### src/rtl/replay_fsm.sv
// Replay-buffer control FSM: sequences write, ACK purge, NAK/timeout replay
// requests into one-clock strobes and holds upstream off while a replay runs.
module replay_fsm (
  input  logic       clk,
  input  logic       reset_n,
  input  logic       busy_n,
  input  logic       we_i,
  input  logic       to_i,
  input  logic [1:0] acknak_i,
  output logic       rst,
  output logic       we_o,
  output logic       to_o,
  output logic       rdy,
  output logic       busy_n_o,
  output logic [1:0] acknak_o
);

  typedef enum logic [2:0] {
    S_RESET     = 3'd0,
    S_IDLE      = 3'd1,
    S_WRITE     = 3'd2,
    S_ACK       = 3'd3,
    S_NAK       = 3'd4,
    S_TIMEOUT   = 3'd5,
    S_WAIT_BUSY = 3'd6,
    S_REPLAY    = 3'd7
  } state_t;

  typedef struct packed {
    logic       rst;
    logic       we;
    logic       to;
    logic       rdy;
    logic       busy_n;
    logic [1:0] acknak;
  } outs_t;

  state_t state_r;
  state_t next_state_s;
  outs_t  outs_r;

  // Output word for a given state; registering decode(next) keeps every
  // output an exact Moore image of state_r while coming straight off flops.
  function automatic outs_t decode(input state_t st);
    outs_t o;
    o = '{rst: 1'b0, we: 1'b0, to: 1'b0, rdy: 1'b0, busy_n: 1'b1, acknak: 2'b00};
    case (st)
      S_RESET:     o.rst    = 1'b1;
      S_IDLE:      o.rdy    = 1'b1;
      S_WRITE:     o.we     = 1'b1;
      S_ACK:       o.acknak = 2'b01;
      S_NAK: begin
        o.acknak = 2'b10;
        o.busy_n = 1'b0;
      end
      S_TIMEOUT: begin
        o.to     = 1'b1;
        o.busy_n = 1'b0;
      end
      S_WAIT_BUSY: o.busy_n = 1'b0;
      S_REPLAY:    o.busy_n = 1'b0;
      default:     o.rst    = 1'b1;
    endcase
    return o;
  endfunction

  // Next-state logic; acknak_i=11 matches neither ACK nor NAK and so acts as 00.
  always_comb begin
    next_state_s = S_RESET;
    case (state_r)
      S_RESET: next_state_s = S_IDLE;
      S_IDLE: begin
        if (to_i) begin
          next_state_s = S_TIMEOUT;
        end else if (acknak_i == 2'b10) begin
          next_state_s = S_NAK;
        end else if (acknak_i == 2'b01) begin
          next_state_s = S_ACK;
        end else if (we_i) begin
          next_state_s = S_WRITE;
        end else begin
          next_state_s = S_IDLE;
        end
      end
      S_WRITE:   next_state_s = S_IDLE;
      S_ACK:     next_state_s = S_IDLE;
      S_NAK:     next_state_s = S_WAIT_BUSY;
      S_TIMEOUT: next_state_s = S_WAIT_BUSY;
      S_WAIT_BUSY: begin
        if (!busy_n) begin
          next_state_s = S_REPLAY;
        end else begin
          next_state_s = S_WAIT_BUSY;
        end
      end
      S_REPLAY: begin
        if (busy_n) begin
          next_state_s = S_IDLE;
        end else begin
          next_state_s = S_REPLAY;
        end
      end
      default: next_state_s = S_RESET;
    endcase
  end

  // State and output registers with synchronous active-high reset.
  always_ff @(posedge clk) begin
    if (reset_n) begin
      state_r <= S_RESET;
      outs_r  <= decode(S_RESET);
    end else begin
      state_r <= next_state_s;
      outs_r  <= decode(next_state_s);
    end
  end

  assign rst      = outs_r.rst;
  assign we_o     = outs_r.we;
  assign to_o     = outs_r.to;
  assign rdy      = outs_r.rdy;
  assign busy_n_o = outs_r.busy_n;
  assign acknak_o = outs_r.acknak;

endmodule

### config.mk
export PLATFORM = sky130hd
export DESIGN_NAME = replay_fsm
export DESIGN_NICKNAME = d
export VERILOG_FILES = /design/src/rtl/replay_fsm.sv
export SDC_FILE = /design/constraint.sdc
export NUM_CORES = 1
export LEC_CHECK = 0
export BUFFER_PORTS_ARGS = -buffer_cell sky130_fd_sc_hd__buf_2
export CORE_AREA = 5 5 42 44
export CTS_BUF_LIST = sky130_fd_sc_hd__clkbuf_16
export CTS_CLUSTER_DIAMETER = 30
export DETAILED_ROUTE_END_ITERATION = 8
export DIE_AREA = 0 0 47 49
export HOLD_SLACK_MARGIN = 0.02
export SYNTH_ARGS = -nofsm -noshare
export SYNTH_HDL_FRONTEND = slang
export SYNTH_SLANG_ARGS = --single-unit
### constraint.sdc
create_clock -name clk -period 1.5 [get_ports clk]
set_clock_uncertainty 0.15 [all_clocks]
set_input_delay 0.225 -clock clk [delete_from_list [all_inputs] [get_ports clk]]
set_output_delay 0.225 -clock clk [all_outputs]
set_load 0.01 [all_outputs]
**Yosys cells after proc, flatten, opt, wreduce, memory -nomap -nowiden**

Index checks and enable logic that the tools add are counted.

- Bits in registers: 10
- Logic and storage cells: 41
- Input bits: 7
- Output and inout port bits: 7

- Equal/unequal tests: 16
- Reduce and logical (&&, ||, !) cells: 5
- Muxes and demuxes: 13

Operators with widths:

| operator | number |
|---|---|
| $eq A3 B3 Y1 const B | 8 |
| $pmux W3 S5 | 1 |
| $eq A3 B2 Y1 const B | 4 |
| $mux W3 | 3 |
| $eq A3 B1 Y1 const B | 2 |
| $logic_not A3 Y1 | 2 |
| $mux W1 | 6 |
| $mux W2 | 2 |
| $pmux W2 S2 | 1 |
| $reduce_or A4 Y1 | 1 |
| $reduce_or A3 Y1 | 1 |
| $eq A2 B1 Y1 const B | 1 |
| $eq A2 B2 Y1 const B | 1 |
| $reduce_or A2 Y1 | 1 |

**Longest topological paths before layout**

Gate-level depths: netlist of the first run.

- Depth after elaboration: 8
- Mapped depth: 4
- Mapped depth without buffers: 4

**Worst setup path after synthesis of the first run**

OpenSTA, ideal clock, no wires.

- Path type: register -> register
- Start: register state_r[0]
- End: register outs_r, in the netlist we_o
- Cell stages (with the launch flop): 5
- Data arrival time: 1.099 ns
- Required time: 1.277 ns
- Period minus slack after synthesis: 1.322 ns
- Slack: 0.178 ns
- Library setup time: 0.073 ns
- Path buffers: 0
- Cell sequence: dfxtp_1 -> or3b_1 -> a21o_1 -> and2_4 -> nor3_2

- Word-level cells in the longest chain between the ends: 5
- Elaborated cells on any way between the ends: 13
- Classes of those cells: eq/ne: 8; mux: 2; reduce/logical: 3

Ends and longest elaborated chain:

| element | RTL line | text |
|---|---|---|
| start: declaration | 38 | `state_t state_r;` |
| start signal: assignment | 113 | `state_r <= next_state_s;` |
| $eq A3 B2 Y1 (tied with other cells) | 70 | `case (state_r)` |
| $reduce_or A3 Y1 (no source line) or $reduce_or A2 Y1 (tied branches) | -- |  |
| $pmux W3 S5 (*) | 70 |  |
| $eq A3 B2 Y1 (*) | 47 | `case (st)` |
| $mux W1 (*) | 47 |  |
| end signal: assignment | 111 | `outs_r <= decode(S_RESET);` |
| end signal: assignment | 114 | `outs_r <= decode(next_state_s);` |
| end: declaration | 40 | `outs_t outs_r;` |

Every way passes the cells marked *; elsewhere a longest branch is shown, timed or not.
A chain may end at the register's enable or synchronous reset.

**Final worst setup path of the first run**

Same ends and word-level chain as after synthesis.

==> flow_summary.rst, run 1 <==
.. list-table::
   :header-rows: 1

   * - Metric
     - Value
   * - Result of the run
     - finished, final reports clean
   * - Portion of synthesized cell area occupied by the leading cell type
     - about 54%
   * - Finish-stage setup viols
     - 0
   * - Clock transition at path regs
     - approximately 0.040 ns
   * - Net total in the final layout
     - 65
   * - Final hold violations
     - 0
   * - Final antenna diode count
     - 0
   * - Worst relative slew slack
     - approximately three quarters
   * - Number of global-route vias before repair
     - 312
   * - Num CTS Buffers
     - 3
   * - Switching part of the total power
     - slightly above 20%
   * - Worst min-delay path category
     - in2reg
   * - Critical path buffer and inverter count
     - 0
   * - Part of the cycle the worst path needs
     - 92.0%
   * - Hold buffers post-CTS
     - 0
   * - Yosys top cell by area
     - dfxtp_1
   * - Worst Hold Margin
     - around 0.036 ns
   * - Peak supply drop
     - between 0.8 and 0.9 mV
   * - Count of buffers inserted at the top-level ports
     - 13
   * - Average cell area after synthesis
     - approximately 9.3 µm²
   * - Asr flop ratio synth
     - 0%
   * - CP Cell Sequence
     - or3b_1, a21o_1, and2_4, nor3_2
   * - Cell area reported after detailed placement
     - between 400 and 500 µm²
   * - Net switching component of the power
     - between 150 and 200 µW
   * - Net count after synthesis
     - 47
   * - Post-route cell area
     - 541 µm²
   * - Wirelength per Cell
     - roughly 9.5 µm
   * - Weighted congestion at the end of routability-driven global placement
     - 0.693
   * - Area of all sequential standard cells
     - 201 µm²
   * - Cell family with the largest share of critical-path delay
     - simple AND/OR/NAND/NOR gates
   * - Most common flop cell mapped by yosys
     - dfxtp_1
   * - Worst Setup Start Kind
     - flop
   * - Fill count
     - 150
   * - Part of the power in the clock network
     - between 50% and 60%
   * - Wire length of the first global-routing pass
     - between 1000 and 1500 µm
   * - Fin Setup TNS
     - 0 ns
   * - Cell type of the slowest stage on the worst timing path
     - or3b_1
   * - Clock Latency Late Sink
     - between 0.2 and 0.25 ns
   * - P_int
     - 681 µW
   * - Antenna violations before repair
     - 0
   * - Number of nets with antenna violations after detailed routing
     - 0
   * - Comb power frac
     - a little over a tenth
   * - CP Launch Point
     - state_r[0]
   * - Vias/cell
     - about 4.4
   * - Clock root buffer master
     - clkbuf_16
   * - Number of H-tree levels
     - 1
   * - Cell area after technology mapping
     - ~370 µm²
   * - Maximum clock rate
     - slightly above 700 MHz
   * - Transition time at the pin with the least slew margin
     - between 0.3 and 0.4 ns
   * - Leading post-synthesis cells by cell area
     - dfxtp_1, nor3_2, inv_1
   * - Starting utilization of the core area
     - a little over a quarter
   * - Dpl hpwl
     - between 500 and 600 µm
   * - Max-cap viol count
     - 0
   * - Number of enable flip-flop cells after synthesis
     - 0
   * - Number of storage elements in the synthesis netlist
     - 10
   * - CP arrival
     - roughly 1.4 ns
   * - Buffers inserted by post-CTS timing repair
     - 0
   * - Die H
     - approximately 49 µm
   * - Number of warning messages in the yosys log
     - 0
   * - Gate count after technology mapping
     - 40
   * - Clock sink total
     - 10
   * - Worst Setup Path Type
     - reg2reg
   * - Number of distinct library cells after synthesis
     - 17
   * - Register area share after synthesis
     - a little over half
   * - RSZ-0062 raised after global routing
     - false
   * - Critical path fanouts, max
     - 4
   * - Beginning of the worst register-to-register path
     - state_r[0]
   * - Most frequent cells after synthesis
     - dfxtp_1, inv_1, nand2_1
   * - Portion of total power attributed to sequential cells
     - 34.9%
   * - Die outline width
     - roughly 47 µm
   * - Power density cells
     - approximately 1600 nW/µm²
   * - Proportion of layout cells with a drive suffix above 1
     - around 39%
   * - Via count
     - between 300 and 400
   * - Placeable core region
     - 1400 µm²
   * - Number of standard-cell rows in the floorplan
     - 14
   * - Initial DRT Pass Iterations
     - 2
   * - Required time at the worst-slack endpoint
     - around 1.5 ns
   * - Wire length after detailed routing
     - between 600 and 700 µm
   * - I/O pin total
     - 14
   * - Maximum number of pins on one net before global-route repair
     - 7
   * - Area growth syn-to-layout
     - 45.5%
   * - DIE AREA
     - between 2000 and 2500 µm²
   * - DR DRC count
     - 0
   * - Count leader, synth
     - dfxtp_1
   * - Fin. max-slew vios
     - 0
   * - GR Overflow Total
     - 0
   * - Area of the multi-input gates
     - 149 µm²
   * - Minimum period implied by the final worst setup slack
     - 1.38 ns
   * - Total leakage power
     - 0.000255 µW
   * - TritonCTS clock tree
     - done
   * - Worst Min Path Start
     - reset_n
   * - Biggest cell delay along the critical path
     - roughly 0.37 ns
   * - Endpoint type of the worst setup path
     - flop
   * - All-Layer GR Usage
     - under 10%
   * - Max Buffers Root-to-Sink
     - 2
   * - Initial DRC count
     - 1
[metal layers]
metal	routed length, µm	up-vias	global-route usage [%]
met2	344	9	12.0
met5	0	-	0
met1	246	143	7.98
li1	-	161	-
met4	47	0	9.68
met3	54	5	4.43
[cells by family after synthesis]
group           share of synthesized area (%)
fa+ha+maj                                2.69
simple gates                             27.9
buf+inv                                  6.06
compound gates                           9.43
flops                                    53.9
[path summary, 6_finish.rpt]
kind,end,slack [ns],depth (start not counted)
max,we_o,0.12,4
min,rst,0.04,1
max reg2reg,we_o,0.12,4
min reg2reg,state_r[1],0.39,2
[registers in the layout, indices dropped and copies added (netlist names)]
name / count
to_o: 1
rst: 1
acknak_o: 2
we_o: 1
rdy: 1
busy_n_o: 1
state_r: 3
[layout make-up]
type	instances	area share [%]
clock buffer	3	13.9
clock inverter	1	0.694
inverter	5	3.47
multi-input combinational	24	27.5
sequential	10	37.3
tap	16	3.70
timing repair buffer	14	13.4
[placed cells by master (no fill, tap or decap), types with 2 or more instances in the layout]
master	n
nor3b_1	2
nor2_1	3
clkbuf_16	3
a21oi_1	2
buf_2	13
nand3_1	2
dfxtp_1	9
inv_1	5
o21ai_0	2
nand2_1	4
nor3_2	2
[power groups by stage]
stage / clock (µW) / combinational, µW / sequential, µW
after CTS: 480 / 90.6 / 298
after detailed placement: 0 / 90.1 / 302
final: 467 / 88.9 / 299
after global routing: 494 / 102 / 301
after floorplan: 0 / 48.3 / 308
after global placement: 0 / 89.6 / 302
[metrics by stage]
step / std cells / util [%] / power (µW) / setup slack, ns
2_1_floorplan: 40 / - / 356 / 0.178
3_3_place_gp: 69 / 32.9 / 392 / 0.100
3_5_place_dp: 69 / 32.9 / 392 / 0.0916
4_1_cts: 73 / 38.5 / 869 / 0.0706
5_1_grt: 73 / 38.6 / 897 / 0.00766
6_report: 73 / 38.6 / 855 / 0.120
[repair_timing]
action | in CTS | in global routing
setup endpoints to repair | 0 | 1
gates resized for setup | 0 | 1
endpoints found under the hold margin | 0 | 0
Note: power is estimated with default switching activity, not from simulation.
==> run 2: changes to the inputs <==
BUFFER_PORTS_ARGS = -buffer_cell sky130_fd_sc_hd__buf_4   (was -buffer_cell sky130_fd_sc_hd__buf_2)
CTS_CLUSTER_DIAMETER = 80   (was 30)
==> flow_summary.rst, run 2 (synthesis gave the netlist of run 1 again) <==
.. list-table::
   :header-rows: 1

   * - Metric
     - Value
   * - I/O pin total
     - 14 (unchanged)
   * - Initial DRT Pass Iterations
     - 4 (+2)
   * - Die H
     - 49 µm (unchanged)
   * - Net total in the final layout
     - 66 (+1.5%)
   * - Wire length after detailed routing
     - 670 µm (-3.2%)
   * - RSZ-0062 raised after global routing
     - false
   * - Maximum clock rate
     - 730 MHz (+0.79%)
   * - Peak supply drop
     - 1.11 mV (+27%)
   * - Register ranked first by flip-flop count
     - state_r
   * - Commonest non-fill, non-tap cell in the layout
     - buf_4
   * - Biggest cell delay along the critical path
     - 0.37 ns (about the same)
   * - Clock sink total
     - 10 (unchanged)
   * - Fill count
     - 149 (-0.67%)
   * - Antenna violations before repair
     - 0 (unchanged)
   * - P_int
     - 693 µW (+1.7%)
   * - DIE AREA
     - 2300 µm² (unchanged)
   * - Top library cells by usage in the layout, fill and taps aside
     - buf_4, dfxtp_1, inv_1
   * - Worst relative slew slack
     - 78.0% (+1.9 points)
   * - Number of non-filler instances in the completed layout
     - 74 (+1.4%)
   * - Number of standard-cell rows in the floorplan
     - 14 (unchanged)
   * - Starting utilization of the core area
     - 26.5% (unchanged)
   * - Slack of the worst reg-to-reg path
     - 0.13 ns (about the same)
   * - Net switching component of the power
     - 173 µW (-0.58%)
   * - Util after Layout
     - 41.5% (+2.9 points)
   * - Final antenna diode count
     - 0 (unchanged)
   * - Die outline width
     - 47 µm (unchanged)
   * - Minimum period implied by the final worst setup slack
     - 1.37 ns (-0.0108 ns)
   * - Clock root buffer master
     - clkbuf_16
   * - Clock transition at path regs
     - 0.04 ns (about the same)
   * - Placeable core region
     - 1400 µm² (unchanged)
   * - DR DRC count
     - 0 (unchanged)
   * - Clock Latency Late Sink
     - 0.24 ns (about the same)
   * - CP Cell Sequence
     - or3b_1, a21o_1, and2_4, nor3_2
   * - Switching part of the total power
     - 20.0% (-0.37 points)
   * - Power density cells
     - 1490 nW/µm² (-5.9%)
   * - Portion of total power attributed to sequential cells
     - 34.5% (-0.4 points)
   * - Cell area reported after detailed placement
     - 493 µm² (+7.1%)
   * - Transition time at the pin with the least slew margin
     - 0.327 ns (-0.0276 ns)
   * - Critical path fanouts, max
     - 4 (unchanged)
   * - All-Layer GR Usage
     - 7.13% (-1.5 points)
   * - Area of all sequential standard cells
     - 200 µm² (-0.62%)
   * - Fin Setup TNS
     - 0 ns (unchanged)
   * - Fin. max-slew vios
     - 0 (unchanged)
   * - Wirelength per Cell
     - 9.05 µm (-4.5%)
   * - TritonCTS clock tree
     - done
   * - Vias/cell
     - 4.18 (-4.1%)
   * - Number of global-route vias before repair
     - 286 (-8.3%)
   * - CP arrival
     - 1.39 ns (about the same)
   * - Total leakage power
     - 0.000266 µW (+4.6%)
   * - Required time at the worst-slack endpoint
     - 1.52 ns (about the same)
   * - Part of the cycle the worst path needs
     - 91.3% (-0.72 points)
   * - Initial DRC count
     - 1 (unchanged)
   * - Cell type of the slowest stage on the worst timing path
     - or3b_1
   * - Worst Setup Path Type
     - reg2reg
   * - Worst Hold Margin
     - 0.198 ns (+0.162 ns)
   * - Largest register FFs
     - 3 (unchanged)
   * - Num CTS Buffers
     - 3 (unchanged)
   * - Final hold violations
     - 0 (unchanged)
   * - Maximum number of pins on one net before global-route repair
     - 7 (unchanged)
   * - Number of nets with antenna violations after detailed routing
     - 0 (unchanged)
   * - Comb power frac
     - 11.8% (+1.4 points)
   * - Area of the multi-input gates
     - 149 µm² (unchanged)
   * - Max-cap viol count
     - 0 (unchanged)
   * - Count of buffers inserted at the top-level ports
     - 13 (unchanged)
   * - Weighted congestion at the end of routability-driven global placement
     - 0.739 (+6.7%)
   * - Result of the run
     - finished, final reports clean
   * - Max Buffers Root-to-Sink
     - 2 (unchanged)
   * - Placed Cells incl. Taps
     - 69 (unchanged)
   * - Area growth syn-to-layout
     - 56.6%
   * - Post-route cell area
     - 582 µm² (+7.6%)
   * - Endpoint type of the worst setup path
     - flop
   * - Dpl hpwl
     - 518 µm (-1.2%)
   * - Number of H-tree levels
     - 1 (unchanged)
   * - Worst min-delay path category
     - in2reg
   * - Wire length of the first global-routing pass
     - 1120 µm (-14%)
   * - Worst Setup Start Kind
     - flop
   * - GR Overflow Total
     - 0 (unchanged)
   * - Part of the power in the clock network
     - 53.7% (-1.0 points)
   * - Finish-stage setup viols
     - 0 (unchanged)
   * - Via count
     - 309 (-2.8%)
   * - Proportion of layout cells with a drive suffix above 1
     - 36.2% (-2.4 points)
==> run 2: cell types whose count changed in the layout (fill, tap and decap cells not counted) <==
cell and delta:
buf_4 +13, dfxtp_1 +1, buf_2 -13, o21ai_1 +1
o21ai_0 -1, dfxtp_2 -1, dlygate4sd3_1 +1
==> run 2: per-layer routing <==
metal	routed length [µm]	part of all wire [%]	track usage, %
met1	289	43	7.52
met2	330	49	10.4
met3	38	5.7	4.43
met4	12	1.8	4.15
met5	0	0	0
==> run 2: cell type report <==
type                       instances  area share, %
clock buffer                       3           12.9
clock inverter                     1          0.645
inverter                           5           3.23
multi-input combinational         24           25.6
sequential                        10           34.4
tap                               16           3.44
timing repair buffer              15           19.8
==> run 2: final timing paths <==
path                                  from  cells past startpoint         end
worst max-delay path            state_r[0]                      4        we_o
worst min-delay path                busy_n                      4  state_r[1]
worst max register to register  state_r[0]                      4        we_o
worst min register to register  state_r[2]                      2  state_r[1]
==> run 2: metrics by stage <==
stage | setup slack (ns) | power [µW]
after floorplan | 0.178 | 356
after global placement | 0.101 | 403
after detailed placement | 0.0963 | 404
after CTS | 0.0915 | 877
after global routing | 0.0345 | 904
final | 0.131 | 866
==> run 2: critical path: cells and delay by family (launching register included) <==
kind / cells / cell delay, ns
AOI/OAI and AO/OA: 1 / 0.17
DFF: 1 / 0.34
and+or+nand+nor: 3 / 0.64
==> run 2: power groups by stage <==
| stage | Combinational (µW) | Clock (µW) | Sequential [µW] |
|---|---|---|---|
| after detailed placement | 101 | 0 | 303 |
| after CTS | 104 | 474 | 299 |
| after global placement | 101 | 0 | 303 |
| after global routing | 115 | 488 | 302 |
| after floorplan | 48.3 | 0 | 308 |
| final | 102 | 465 | 299 |
==> run 2: timing repair <==
action                     CTS  global route
hold buffers                 1             0
setup endpoints to repair    0             1
setup buffers                0             0
gates resized for setup      0             1
hold endpoints to repair     1             0
